===== src/rtl/matmul_pkg.sv =====
// Shared widths, arbiter state encoding and matmul control-register constants
// used by the matmul APB arbiter slice.
package matmul_pkg;

  localparam int BUS_WIDTH  = 32;
  localparam int ADDR_WIDTH = 16;
  localparam int MAX_DIM    = 4;

  typedef enum logic [1:0] {
    IDLE   = 2'd0,
    SETUP  = 2'd1,
    ACCESS = 2'd2
  } arb_state_t;

  // Writing START_BIT of the control register at CTRL_ADDR kicks off a multiply.
  localparam logic [ADDR_WIDTH-1:0] CTRL_ADDR = '0;
  localparam int                    START_BIT = 0;

endpackage


===== src/rtl/matmul_rr_arb2.sv =====
// Two-way round-robin grant: a tie goes to the requester that was not served
// last, a sole requester always wins. Purely combinational; rr_last lives in the parent.
module matmul_rr_arb2 (
  input  logic [1:0] req,
  input  logic       rr_last,
  output logic [1:0] gnt
);

  // NOTE: every output of an always_comb gets a default first so no path can infer a latch.
  always_comb begin
    gnt = req;
    if (&req) begin
      gnt = rr_last ? 2'b01 : 2'b10;
    end
  end

endmodule


===== src/rtl/matmul_apb_arbiter.sv =====
// Shares the matmul APB completer between m0 (host) and m1 (DMA/test), replaying each
// granted transfer downstream. Define MATMUL_ARB_LOCK_EN to hold the grant across a START.
module matmul_apb_arbiter #(
  parameter int BUS_WIDTH  = matmul_pkg::BUS_WIDTH,
  parameter int ADDR_WIDTH = matmul_pkg::ADDR_WIDTH,
  parameter int MAX_DIM    = matmul_pkg::MAX_DIM
) (
  input  logic                  clk_i,
  input  logic                  rst_i,
  input  logic                  m0_psel_i,
  input  logic                  m0_penable_i,
  input  logic                  m0_pwrite_i,
  input  logic [MAX_DIM-1:0]    m0_pstrb_i,
  input  logic [BUS_WIDTH-1:0]  m0_pwdata_i,
  input  logic [ADDR_WIDTH-1:0] m0_paddr_i,
  output logic                  m0_pready_o,
  output logic                  m0_pslverr_o,
  output logic [BUS_WIDTH-1:0]  m0_prdata_o,
  output logic                  m0_busy_o,
  input  logic                  m1_psel_i,
  input  logic                  m1_penable_i,
  input  logic                  m1_pwrite_i,
  input  logic [MAX_DIM-1:0]    m1_pstrb_i,
  input  logic [BUS_WIDTH-1:0]  m1_pwdata_i,
  input  logic [ADDR_WIDTH-1:0] m1_paddr_i,
  output logic                  m1_pready_o,
  output logic                  m1_pslverr_o,
  output logic [BUS_WIDTH-1:0]  m1_prdata_o,
  output logic                  m1_busy_o,
  output logic                  s_psel_o,
  output logic                  s_penable_o,
  output logic                  s_pwrite_o,
  output logic [MAX_DIM-1:0]    s_pstrb_o,
  output logic [BUS_WIDTH-1:0]  s_pwdata_o,
  output logic [ADDR_WIDTH-1:0] s_paddr_o,
  input  logic                  s_pready_i,
  input  logic                  s_pslverr_i,
  input  logic [BUS_WIDTH-1:0]  s_prdata_i,
`ifdef MATMUL_ARB_LOCK_EN
  output logic                  lock_o,
`endif
  input  logic                  s_busy_i
);

  import matmul_pkg::*;

  arb_state_t            state;
  logic                  rr_last;
  logic                  grant_idx;
  logic [ADDR_WIDTH-1:0] hold_addr;
  logic                  hold_write;
  logic [BUS_WIDTH-1:0]  hold_wdata;
  logic [MAX_DIM-1:0]    hold_strb;

  logic [1:0]            req;
  logic [1:0]            req_eff;
  logic [1:0]            gnt;
  logic [ADDR_WIDTH-1:0] sel_addr;
  logic                  sel_write;
  logic [BUS_WIDTH-1:0]  sel_wdata;
  logic [MAX_DIM-1:0]    sel_strb;

  assign req = {m1_psel_i, m0_psel_i};

`ifdef MATMUL_ARB_LOCK_EN
  logic lock;
  logic lock_owner;
  logic busy_seen;

  // A locked grant masks the other requester out entirely, ties included.
  assign req_eff = lock ? (req & (lock_owner ? 2'b10 : 2'b01)) : req;
  assign lock_o  = lock;

  always_ff @(posedge clk_i or posedge rst_i) begin
    if (rst_i) begin
      lock       <= 1'b0;
      lock_owner <= 1'b0;
      busy_seen  <= 1'b0;
    end else if (state == IDLE && |gnt && sel_write &&
                 sel_addr == CTRL_ADDR && sel_wdata[START_BIT]) begin
      lock       <= 1'b1;
      lock_owner <= gnt[1];
      busy_seen  <= 1'b0;
    end else if (lock) begin
      if (s_busy_i) begin
        busy_seen <= 1'b1;
      end else if (busy_seen) begin
        lock <= 1'b0;
      end
    end
  end
`else
  assign req_eff = req;
`endif

  matmul_rr_arb2 u_rr_arb2 (
    .req     (req_eff),
    .rr_last (rr_last),
    .gnt     (gnt)
  );

  assign sel_addr  = gnt[1] ? m1_paddr_i  : m0_paddr_i;
  assign sel_write = gnt[1] ? m1_pwrite_i : m0_pwrite_i;
  assign sel_wdata = gnt[1] ? m1_pwdata_i : m0_pwdata_i;
  assign sel_strb  = gnt[1] ? m1_pstrb_i  : m0_pstrb_i;

  // NOTE: sequential state uses non-blocking assignments so every register samples pre-edge values.
  always_ff @(posedge clk_i or posedge rst_i) begin
    if (rst_i) begin
      state      <= IDLE;
      rr_last    <= 1'b1;
      grant_idx  <= 1'b0;
      hold_addr  <= '0;
      hold_write <= 1'b0;
      hold_wdata <= '0;
      hold_strb  <= '0;
    end else begin
      unique case (state)
        IDLE: begin
          // Holding registers load only here, so s_* stay frozen through wait states.
          if (|gnt) begin
            grant_idx  <= gnt[1];
            hold_addr  <= sel_addr;
            hold_write <= sel_write;
            hold_wdata <= sel_wdata;
            hold_strb  <= sel_strb;
            state      <= SETUP;
          end
        end
        SETUP:  state <= ACCESS;
        ACCESS: begin
          if (s_pready_i) begin
            rr_last <= grant_idx;
            state   <= IDLE;
          end
        end
        default: state <= IDLE;
      endcase
    end
  end

  logic active;
  logic complete;
  logic m0_done;
  logic m1_done;

  assign active   = (state != IDLE);
  assign complete = (state == ACCESS) && s_pready_i;

  assign s_psel_o    = active;
  assign s_penable_o = (state == ACCESS);
  assign s_pwrite_o  = active & hold_write;
  assign s_paddr_o   = active ? hold_addr  : '0;
  assign s_pwdata_o  = active ? hold_wdata : '0;
  assign s_pstrb_o   = active ? hold_strb  : '0;

  // A requester that dropped psel/penable mid-transfer simply never sees the response.
  assign m0_done = complete && !grant_idx && m0_psel_i && m0_penable_i;
  assign m1_done = complete &&  grant_idx && m1_psel_i && m1_penable_i;

  assign m0_pready_o  = m0_done;
  assign m0_pslverr_o = m0_done & s_pslverr_i;
  assign m0_prdata_o  = m0_done ? s_prdata_i : '0;
  assign m1_pready_o  = m1_done;
  assign m1_pslverr_o = m1_done & s_pslverr_i;
  assign m1_prdata_o  = m1_done ? s_prdata_i : '0;

  assign m0_busy_o = s_busy_i;
  assign m1_busy_o = s_busy_i;

endmodule


===== config.mk =====
export PLATFORM = sky130hd
export DESIGN_NAME = matmul_apb_arbiter
export DESIGN_NICKNAME = d
export VERILOG_FILES = /design/src/rtl/matmul_pkg.sv /design/src/rtl/matmul_rr_arb2.sv /design/src/rtl/matmul_apb_arbiter.sv
export SDC_FILE = /design/constraint.sdc
export NUM_CORES = 1
export LEC_CHECK = 0
export CORE_ASPECT_RATIO = 0.6
export CORE_MARGIN = 2
export CORE_UTILIZATION = 37
export CTS_BUF_LIST = sky130_fd_sc_hd__clkbuf_16
export CTS_CLUSTER_SIZE = 30
export DETAILED_ROUTE_END_ITERATION = 10
export PLACE_DENSITY_LB_ADDON = 0.1
export RECOVER_POWER = 50
export REMOVE_ABC_BUFFERS = 1
export SYNTH_ARGS = -nofsm -noshare
export SYNTH_HDL_FRONTEND = slang
export SYNTH_SLANG_ARGS = --single-unit

===== constraint.sdc =====
create_clock -name clk_i -period 2.6 [get_ports clk_i]
set_input_delay 0.78 -clock clk_i [delete_from_list [all_inputs] [get_ports clk_i]]
set_output_delay 0.78 -clock clk_i [all_outputs]
set_load 0.03 [all_outputs]

==> reports/results.ini <==
[outcome]
outcome=finished, violations left
violations=negative setup slack

[cts]
htree_levels=3
clkLatencyLatePin_ps=320
clockRootBuffer=clkbuf_16
cts_buffer_depth=2
cts_tree=yes
cts.sinks=57
cts_buffers=9
clk_pin_slew_worst_paths_ps=50

[worst_setup_path]
worstSetupPathType=in2out
cp_max_fo=8
worstSetupEndpointType=output pin
reg2reg_setup_slack_ps=870
start_kind=input pin
required_ps=1820
crit_arrival_ps=1880

[synthesis]
synth_compound_area_share_pct=0.5532
yosys_warnings=0
syn_area_per_cell_sq_um=12.57
synth_top_family_by_area=multiplexers
ys_types=22
syn-instance-count=324
synth_seq_cells=57
synth.area.mux_share_pct=38.84
synthXorXnorAreaFrac_pct=0
syn-cell-area_sq_mm=0.004071
synth-seq-area-share_pct=35.06
synth_fa_ha_area_share_pct=0
synth_simple_gate_area_share_pct=19.58

[power_and_ir_drop]
power_switching_uw=2920
clkPwrFrac_pct=14.1
irDropWorstVdd_uv=603.8
p_sw_share_pct=40.99
power_frac_comb_pct=63.3
internal-power_uw=4205
pwr-share-seq_pct=22.6
power_uw=7125
powerDensity_mw_per_mm2=936.3
leakage_uw=0.003707

[die]
design.core.area_sq_mm=0.01063
die_w_microns=139.4
die_area_sq_mm=0.01189
initial_utilization_pct=38.30
die_h_microns=85.26
num_rows=29
io_pins=272

[placed_design]
post-dp-hpwl_microns=8575
gp_congestion=0.7762
port_buffers=268

[detailed_routing]
wl_microns=13020
ant_nets=0
viasPerCell=4.520
drt_iter0_markers=85
first_pass_iters=4
drc=0
wire_per_inst_microns=17.37
vias=3390

[timing]
fmax_mhz=376.0
setup_violations=54
finalClockSkew_ps=6.010
whs_ps=493.2
fin_crit_sh_pct=102.3
rsz0062_at_grt=yes
drv_slew=0
worst_slew_pin_slew_ps=1079
slew_headroom_pct=27.99
period_minus_slack_ps=2660
finalHoldViolCount=0
timing.final.ws_setup_ps=-59.91

[global_routing]
grt_usage_pct=20.50
antenna_found_initial=0
grt_pass1_vias=3431
grt_first_pass_wirelength_microns=18980
grt_overflow=0
grt_max_degree=33

[finish]
area_growth_pct=86.91
fillCellCount=715
num_antenna_cells=0
drive_above_1_share_pct=47.79
fin_nets=753

[min_path]
worstHoldPathType=reg2reg

[run]
cap_violations=0

-- per-layer routing --
layer / wire [microns] / vias to the layer above / track usage (%)
met5: 0 / - / 0
met4: 141 / 0 / 5.234
met3: 897 / 13 / 6.433
met2: 6243 / 131 / 32.58
met1: 5742 / 1608 / 27.34
li1: - / 1638 / -
-- path summary, 6_finish.rpt --
| check | startpoint | end | cells after the start |
|---|---|---|---|
| max | s_pready_i | m1_prdata_o[31] | 8 |
| min | rr_last$_DFFE_PP1P_ | rr_last$_DFFE_PP1P_ | 2 |
| max reg2reg | state[1]$_DFFE_PP0P_ | hold_wdata[30]$_DFFE_PP0P_ | 5 |
| min reg2reg | rr_last$_DFFE_PP1P_ | rr_last$_DFFE_PP1P_ | 2 |
| max in group asynchronous | rst_i | hold_wdata[19]$_DFFE_PP0P_ | 3 |
| min in group asynchronous | rst_i | hold_wdata[5]$_DFFE_PP0P_ | 2 |
-- sequential cells by signal, summed over array words and instances (netlist names) --
name,flops
rr_last,1
hold_strb,4
hold_wdata,32
hold_addr,16
grant_idx,1
state,2
hold_write,1
-- metrics by stage --
stage / instances / cell area [sq um] / TNS [ps] / utilization, % / setup WS [ps]
2_1_floorplan: 299 / 3840 / -117830 / - / -1503
3_3_place_gp: 720 / 6758 / -17810 / 63.56 / -284.2
3_5_place_dp: 720 / 6758 / -20910 / 63.56 / -337.9
5_1_grt: 750 / 7610 / -3981 / 71.58 / -102.8
4_1_cts: 750 / 7405 / -856.4 / 69.65 / -46.47
6_report: 750 / 7610 / -1298 / 71.58 / -59.91
-- worst max-delay path: stages --
cell,delay (ps)
buf_6,70
nand3b_1,160
buf_6,180
nor2_4,150
buf_6,140
buf_16,120
and2_4,140
buf_6,120
-- cell usage in the layout, fill, tap and decap left out, types with 2 or more instances in the layout --
master             n
mux2i_1            2
nor2b_1           54
dlygate4sd2_1     48
clkinv_2           4
dlymetal6s2s_1     6
and2_1             3
buf_4             11
buf_6             74
inv_1              6
mux2_4            98
clkdlybuf4s50_1  140
and2_4            63
buf_12            10
mux2_2             8
buf_16             3
buf_2              2
clkbuf_16         10
dfrtp_1           55
nor2_4             2
-- kinds of logic after synthesis --
logic type,Yosys count
mux,108
compound gates,3
simple gates,128
buf+inv,28
flops,57
-- final cells by class --
class	instances	area [sq um]	area share (%)
timing repair buffer	296	3141	41.27
multi-input combinational	239	2599	34.15
sequential	57	1429	18.78
clock buffer	9	225.2	2.960
tap	139	173.9	2.285
clock inverter	7	31.28	0.4110
inverter	3	11.26	0.1480
-- cells in the mapped netlist (all sizes together) --
cell type | n | area share (%)
dfstp | 1 | 0.65
mux2i | 2 | 0.49
dfrtp | 56 | 34
a21bo | 1 | 0.25
nor2b | 54 | 8.3
nand3b | 1 | 0.18
clkbuf | 11 | 1.0
nand2b | 1 | 0.15
buf | 14 | 4.7
mux2 | 106 | 38
o21a | 1 | 0.18
nand3 | 1 | 0.12
nor2 | 2 | 0.25
and2 | 66 | 10
nor3 | 1 | 0.25
inv | 3 | 0.28
o21ai | 1 | 0.12
nand2 | 2 | 0.18
-- power groups by stage --
stage | Combinational [uW] | Sequential, uW | Clock [uW]
final | 4510 | 1610 | 1010
after floorplan | 3090 | 1520 | 0
after detailed placement | 4740 | 1600 | 0
after global placement | 4720 | 1590 | 0
after CTS | 4530 | 1600 | 1040
after global routing | 4760 | 1670 | 1090
-- what timing repair did --
action	in CTS	in global routing
buffers inserted	8	3
cloned	6	1
endpoints found under the setup margin	115	64
hold buffers	0	0
pin swaps	11	32
resized for setup	119	96
Power figures use the tool's default switching activity.
